<file path="src/rtl/io_mmap.sv">
// CPU-side memory-mapped I/O bridge: splits accesses between RAM and the I/O window,
// buffers UART TX/RX bytes and keeps the cycle counter and stop flag.

module io_mmap_fifo #(
    parameter int AW = 4
) (
    input  logic        clk,
    input  logic        rst_n,
    input  logic        push,
    input  logic [7:0]  push_data,
    input  logic        pop,
    output logic [7:0]  head,
    output logic [AW:0] count,
    output logic [AW:0] count_nxt,
    output logic        drop
);
    localparam int DEPTH = 1 << AW;

    logic [DEPTH-1:0][7:0] mem;
    logic [AW-1:0]         wr_ptr, rd_ptr;
    logic                  full, accept;

    // count is AW+1 bits, so its MSB alone marks "full"
    assign full   = count[AW];
    assign accept = push & (~full | pop);
    assign drop   = push & full & ~pop;
    assign head   = mem[rd_ptr];

    always_comb begin
        count_nxt = count;
        if (accept && !pop)
            count_nxt = count + 1'b1;
        else if (!accept && pop)
            count_nxt = count - 1'b1;
    end

    always_ff @(posedge clk or negedge rst_n) begin
        if (!rst_n) begin
            wr_ptr <= '0;
            rd_ptr <= '0;
            count  <= '0;
        end else begin
            if (accept) wr_ptr <= wr_ptr + 1'b1;
            if (pop)    rd_ptr <= rd_ptr + 1'b1;
            count <= count_nxt;
        end
    end

    always_ff @(posedge clk) begin
        if (accept) mem[wr_ptr] <= push_data;
    end
endmodule

module io_mmap #(
    parameter int TX_AW       = 4,
    parameter int RX_AW       = 3,
    parameter int FULL_MARGIN = 2
) (
    input  logic        clk_in,
    input  logic        rst_in,
    input  logic        rdy_in,
    input  logic [31:0] cpu_a,
    input  logic        cpu_wr,
    input  logic [7:0]  cpu_dout,
    output logic [7:0]  cpu_din,
    output logic        io_buffer_full,
    output logic [16:0] ram_a,
    output logic        ram_wr,
    output logic [7:0]  ram_dout,
    input  logic [7:0]  ram_din,
    output logic [7:0]  tx_data,
    output logic        tx_valid,
    input  logic        tx_ready,
    input  logic [7:0]  rx_data,
    input  logic        rx_valid,
    output logic        program_finish,
    output logic        tx_overflow,
    output logic        rx_overflow
);
    localparam logic [17:0]    A_UART      = 18'h30000;
    localparam logic [17:0]    A_CTRL      = 18'h30004;
    localparam logic [TX_AW:0] FULL_THRESH = (TX_AW+1)'((1 << TX_AW) - FULL_MARGIN);

    logic [17:0]    a;
    logic           io, acc_io, io_rd;
    logic           tx_push, tx_pop, tx_drop;
    logic [7:0]     tx_push_data;
    logic [TX_AW:0] tx_count, tx_count_nxt;
    logic           rx_pop, rx_drop;
    logic [7:0]     rx_head;
    logic [RX_AW:0] rx_count, unused_rx_count_nxt;
    logic [7:0]     rdata_nxt;
    logic [31:0]    counter, snap;
    logic           sel_io_q;
    logic [7:0]     io_rdata_q;
    logic           unused_addr;

    assign unused_addr = ^cpu_a[31:18];
    assign a           = cpu_a[17:0];
    assign io          = (a[17:16] == 2'b11);
    assign acc_io      = rdy_in & io;
    assign io_rd       = acc_io & ~cpu_wr;

    assign ram_a    = cpu_a[16:0];
    assign ram_wr   = cpu_wr & ~io & rdy_in;
    assign ram_dout = cpu_dout;
    assign cpu_din  = sel_io_q ? io_rdata_q : ram_din;

    // the stop write pushes a literal 0x00, bypassing the zero filter on the data port
    assign tx_push      = acc_io & cpu_wr &
                          (((a == A_UART) && (cpu_dout != 8'h00)) || (a == A_CTRL));
    assign tx_push_data = (a == A_CTRL) ? 8'h00 : cpu_dout;
    assign tx_valid     = (tx_count != '0);
    assign tx_pop       = tx_valid & tx_ready;
    assign rx_pop       = io_rd & (a == A_UART) & (rx_count != '0);

    always_comb begin
        rdata_nxt = 8'h00;
        case (a)
            A_UART:       rdata_nxt = (rx_count != '0) ? rx_head : 8'h00;
            A_CTRL:       rdata_nxt = counter[7:0];
            18'h30005:    rdata_nxt = snap[15:8];
            18'h30006:    rdata_nxt = snap[23:16];
            18'h30007:    rdata_nxt = snap[31:24];
            default:      rdata_nxt = 8'h00;
        endcase
    end

    io_mmap_fifo #(.AW(TX_AW)) u_tx (
        .clk       (clk_in),
        .rst_n     (rst_in),
        .push      (tx_push),
        .push_data (tx_push_data),
        .pop       (tx_pop),
        .head      (tx_data),
        .count     (tx_count),
        .count_nxt (tx_count_nxt),
        .drop      (tx_drop)
    );

    io_mmap_fifo #(.AW(RX_AW)) u_rx (
        .clk       (clk_in),
        .rst_n     (rst_in),
        .push      (rx_valid),
        .push_data (rx_data),
        .pop       (rx_pop),
        .head      (rx_head),
        .count     (rx_count),
        .count_nxt (unused_rx_count_nxt),
        .drop      (rx_drop)
    );

    always_ff @(posedge clk_in or negedge rst_in) begin
        if (!rst_in) begin
            counter        <= '0;
            snap           <= '0;
            sel_io_q       <= 1'b0;
            io_rdata_q     <= '0;
            program_finish <= 1'b0;
            tx_overflow    <= 1'b0;
            rx_overflow    <= 1'b0;
            io_buffer_full <= 1'b0;
        end else begin
            counter        <= counter + 32'd1;
            io_buffer_full <= (tx_count_nxt >= FULL_THRESH);
            if (acc_io && cpu_wr && (a == A_CTRL)) program_finish <= 1'b1;
            if (tx_drop) tx_overflow <= 1'b1;
            if (rx_drop) rx_overflow <= 1'b1;
            if (rdy_in)  sel_io_q    <= io & ~cpu_wr;
            if (io_rd)   io_rdata_q  <= rdata_nxt;
            // byte 0 comes live; the snapshot keeps bytes 1..3 coherent with it
            if (io_rd && (a == A_CTRL)) snap <= counter;
        end
    end
endmodule

</file>
<file path="config.mk">
export PLATFORM = sky130hd
export DESIGN_NAME = io_mmap
export DESIGN_NICKNAME = d
export VERILOG_FILES = /design/src/rtl/io_mmap.sv
export SDC_FILE = /design/constraint.sdc
export NUM_CORES = 1
export LEC_CHECK = 0
export CAP_MARGIN = 20
export CELL_PAD_IN_SITES_DETAIL_PLACEMENT = 1
export CELL_PAD_IN_SITES_GLOBAL_PLACEMENT = 1
export CORE_ASPECT_RATIO = 0.8
export CORE_MARGIN = 2
export CORE_UTILIZATION = 53
export DETAILED_ROUTE_END_ITERATION = 8
export GPL_ROUTABILITY_DRIVEN = 0
export PLACE_DENSITY = 0.94
export SYNTH_ARGS = -nofsm -noshare
export SYNTH_HDL_FRONTEND = slang
export SYNTH_HIERARCHICAL = 1
export SYNTH_SLANG_ARGS = --single-unit
</file>
<file path="constraint.sdc">
create_clock -name clk_in -period 4.35 [get_ports clk_in]
set_clock_uncertainty 0.15 [all_clocks]
set_input_delay 0.6525 -clock clk_in [delete_from_list [all_inputs] [get_ports clk_in]]
set_output_delay 0.6525 -clock clk_in [all_outputs]
set_load 0.01 [all_outputs]
</file>
# == Word-level counts from Yosys, hierarchy flattened ==
# Index checks and enable logic that the tools add are counted.
# totals
reg_bits,292
in_bits,62
out_inout_bits,47
# classes
addsub,9
order_cmp,7
eq_ne,6
n_mux,18
n_bitwise,24
reduce_logical,19
# ops
operator,count
$bwmux 128,1
$eq 18x18->1 const B,5
$bwmux 64,1
$mux 8,7
$pmux 8 s5,1
$add 32x1->32 const B,1
$bmux 8 s4,1
$demux 8 s4,1
$bmux 8 s3,1
$demux 8 s3,1
$and 1x1->1,16
$add 4x1->4 const B,3
$logic_and 1x1->1,10
$lt 4x5->1 const B,2
$mux 5,2
$lt 3x4->1 const B,2
$mux 4,2
$reduce_bool 8->1,1
$add 3x1->3 const B,2
$not 1->1,6
$add 5x1->5 const B,1
$ge 5x4->1 const B,1
$reduce_bool 5->1,1
$sub 5x1->5 const B,1
9 further kinds,13

# == Logic depth before layout (Yosys ltp) ==
# depth
ltp_word,11
depth_mapped,8
depth_no_buf,7

# == By module ==
# Netlist, hierarchy kept.
# by_module_without_submodules
mod,n_inst,cells_per_inst,area_per_inst_um2,seq_area_each_um2
io_mmap_fifo (u_tx),1,289,5725.5,4169.0
io_mmap,1,301,3627.2,1726.7
io_mmap_fifo (u_rx),1,155,3061.7,2172.1

# == Worst setup path after synthesis ==
# No wires, ideal clock.
# synth_path
path_kind,in2reg
start,input cpu_a[13]
end,register u_rx/mem[0] (netlist name) (enable)
setup_ns,0.383
arrival_ns,2.861
slack_ns,0.956
stages,6
path_buffers,0
cell_sequence,or4_1 > nor4_4 > and4_1 > nand2b_1 > nand3b_1 > nor3_1
# synth_between
elab_chain_len,5
# synth_lines
item,line,source
start: declaration,62,"input logic [31:0] cpu_a,"
$eq 18x18->1,115,assign rx_pop = io_rd & (a == A_UART) & (rx_count != '0);
$and 1x1->1 (2 in series),115,
named net rx_pop,89,"logic rx_pop, rx_drop;"
$or 1x1->1,25,assign accept = push & (~full | pop);
$and 1x1->1,25,
end signal: indexed assignment,50,if (accept) mem[wr_ptr] <= push_data;
end: declaration,19,logic [DEPTH-1:0][7:0] mem;
# The timed path passes the listed nets, and every way through them passes these cells.
# A chain may end at the register's enable or synchronous reset.

# == Final worst setup path ==
# layout_path
start,register u_tx.rd_ptr[0]
end,output tx_data[4]
# layout_between
elab_chain_len,2
# layout_lines
item,line,source
start: declaration,20,"logic [AW-1:0] wr_ptr, rd_ptr;"
start signal: assignment,44,if (pop) rd_ptr <= rd_ptr + 1'b1;
$bmux 8 s4,27,assign head = mem[rd_ptr];
$mux 8 (implied by the code),27,
end: declaration,71,"output logic [7:0] tx_data,"
# No other way between the ends. The select of a mux whose other input is x is not followed.

==> results.txt <==
Post-Syn Area - 12400 µm²
Vias/cell - 6.08
Post-Layout Cell Count - 1178
Area Overhead vs Synth - 17.2%
Syn Nets - 819
First-pass GRT wire length - 48.4 mm
CTS Root Buffer Type - clkbuf_16
Crit path cell chain - buf_4 -> mux4_1 -> a22oi_1 -> nand2_1 -> clkdlybuf4s50_1
Htree depth - 1
Switching Share - 0.258
TNS Setup - 0 ns
Hpwl dp - 20.7 mm
Psw - 1.80 mW
Die W - 175 µm
Placed Cells - 1124
Syn avg cell area - 16.7 µm²
Final cycle utilization of the critical path - 0.872
First-pass DRT Iterations - 5
VDD IR max - 0.000282 V
Yosys warns - 6
Io pins - 109
Synth area leaders - edfxtp_1 46%, dfrtp_1 19%, mux4_1 5.9%
Type of the tightest min-delay check - input port to asynchronous set/reset pin
Synth top area share - 0.464
DRC viols - 0
Max clock buf depth - 3
ANT nets after route - 0
Hold WS - 0.0916 ns
Initial antenna violation count - 1
Clk_lat worst skew - 0.54 ns
Fin area - 14500 µm²
DR vias - 7160
Power per cell area - 482 nW/µm²
Vias in the first global route - 7888
Slew @ Worst Pin - 0.977 ns
TritonCTS clock tree - built
Setup violations, final - 0
Fin crit period - 3.80 ns
Cell Rows - 50
Initial Util - 0.535
RSZ-0062 raised after global routing - no
Status - finished clean
EDFF count, synth - 192
Final wirelength - 31.6 mm
CTS Hold Bufs - 0
Synth cell types - 58
Clock power frac - 0.370
Buf+Inv Stages, Crit Path - 2
CP endpoint kind - output port
Max cap viols - 0
Reg clk slew, reported paths - 0.07 ns
Largest net degree at the start of global routing - 70
Cts repair resizes - 0
Setup bufs post-CTS - 0
Final WS setup - 0.555 ns
Seq cells post-synth - 284
Gate power share - 0.182
Top FF cell, synth - edfxtp_1
Num CTS Buffers - 29
Port Buffer Count - 94
Core area - 23200 µm²
Critical path fanouts, max - 17
Clock Sinks - 284
Arr. time, crit path - 2.99 ns
Chip height - 141 µm
GRT Total Usage - 0.263
Largest stage delay on the critical path - 0.71 ns
Antenna Cells - 0
Post-synthesis sequential area ratio - 0.650
Filler instances - 2042
Final slew viol count - 0
Final core occ - 0.627
DRT iter0 DRCs - 543
Mapped Cells - 745
Crit-path slowest cell - dfrtp_2
Final net count - 918
Tot Pwr - 7.00 mW
Share of layout cells above drive strength 1 - 0.179
Synth async-reset ratio - 0.324
F_max - 263 MHz
Wire length per cell - 26.8 µm
Die area - 24700 µm²
Slew headroom - 0.343
Post-DP Area - 13500 µm²
Reg power frac - 0.448
Setup slack at placement - 0.311 ns
Final Hold Viols - 0
Gr ovfl total - 0
Crit-path leading delay family - buffers and inverters
Crit path kind - register to output port
Critical Path RT - 3.55 ns
Leakage power total - 5.39 nW
Synth area leader - edfxtp_1
Internal power - 5.20 mW
CP Launch Type - register
-- registers in the layout (all words and copies together) (netlist names) --
register,cells
u_tx/count,5
sel_io_q,1
program_finish,1
u_tx/rd_ptr,4
u_tx/wr_ptr,4
u_rx/rd_ptr,3
u_tx/mem,128
io_buffer_full,1
u_rx/count,4
rx_overflow,1
snap,24
io_rdata_q,8
u_rx/mem,64
tx_overflow,1
u_rx/wr_ptr,3
counter,32
-- cell usage in the layout, fill, tap and decap left out, types with 7 or more instances in the layout --
cell type	n
edfxtp_1	192
clkdlybuf4s50_1	93
dfrtp_1	91
xnor2_1	35
nand2_1	30
buf_4	30
clkbuf_16	29
nor2_1	28
mux4_2	28
mux4_1	28
and2_1	27
nand3_1	24
mux2_2	24
inv_1	20
mux2_4	20
a22oi_1	18
nand4_1	15
ha_1	12
xor2_1	10
nor3_1	9
and4_1	7
a31oi_1	7
-- power groups by stage --
stage | Sequential [mW] | Clock (mW) | Combinational, mW
after global placement | 3.17 | 0 | 1.20
after floorplan | 3.11 | 0 | 0.875
after global routing | 3.15 | 2.73 | 1.38
after CTS | 3.14 | 2.63 | 1.29
final | 3.14 | 2.59 | 1.27
after detailed placement | 3.19 | 0 | 1.28
-- cells in the mapped netlist (24+ instances only) --
cell	instances
edfxtp_1	192
dfrtp_1	92
xnor2_1	35
nand2_1	30
mux4_1	28
mux4_2	28
nor2_1	28
and2_1	27
buf_4	26
mux2_2	24
nand3_1	24
-- area by class of cell --
| class | instances | area (µm²) | share of cell area |
|---|---|---|---|
| Tap cell | 312 | 390 | 0.0268 |
| Clock inverter | 20 | 249 | 0.0171 |
| Timing Repair Buffer | 123 | 1160 | 0.0795 |
| Multi-Input combinational cell | 386 | 3870 | 0.266 |
| Clock buffer | 33 | 741 | 0.0509 |
| Inverter | 20 | 75.1 | 0.00516 |
| Sequential cell | 284 | 8070 | 0.555 |
-- cell families (layout without fill, tap and decap cells) --
kind of cell	Yosys count	after routing	share of synthesized area
buf+inv	75	196	0.0387
fa+ha+maj	12	12	0.0121
flops	284	284	0.650
compound gates	46	46	0.0263
simple gates	181	181	0.0837
mux	102	102	0.158
xor+xnor	45	45	0.0317
-- layer usage --
layer / GRT usage / vias to the layer above / share of wire
li1: - / 3068 / -
met1: 0.332 / 3728 / 0.39
met2: 0.469 / 278 / 0.52
met3: 0.0388 / 84 / 0.051
met4: 0.0895 / 2 / 0.035
met5: 0 / - / 0.00048
-- worst paths after layout --
| path | from | end | slack, ns | cells past startpoint |
|---|---|---|---|---|
| hold / removal | rst_in | u_rx/wr_ptr[1]$_DFFE_PN0P_ | 0.09 | 1 |
| setup reg to reg | u_tx/count[1]$_DFF_PN0_ | u_tx/mem[15]$_DFFE_PP_ | 1.48 | 7 |
| min in group clk_in | tx_overflow$_DFFE_PN0P_ | tx_overflow$_DFFE_PN0P_ | 0.34 | 1 |
| max in group asynchronous | rst_in | io_rdata_q[4]$_DFFE_PN0P_ | 3.03 | 2 |
| hold reg to reg | tx_overflow$_DFFE_PN0P_ | tx_overflow$_DFFE_PN0P_ | 0.34 | 1 |
| setup / recovery | u_tx/rd_ptr[0]$_DFFE_PN0P_ | tx_data[4] | 0.55 | 5 |
No activity file was read; power rests on OpenSTA's default activity.
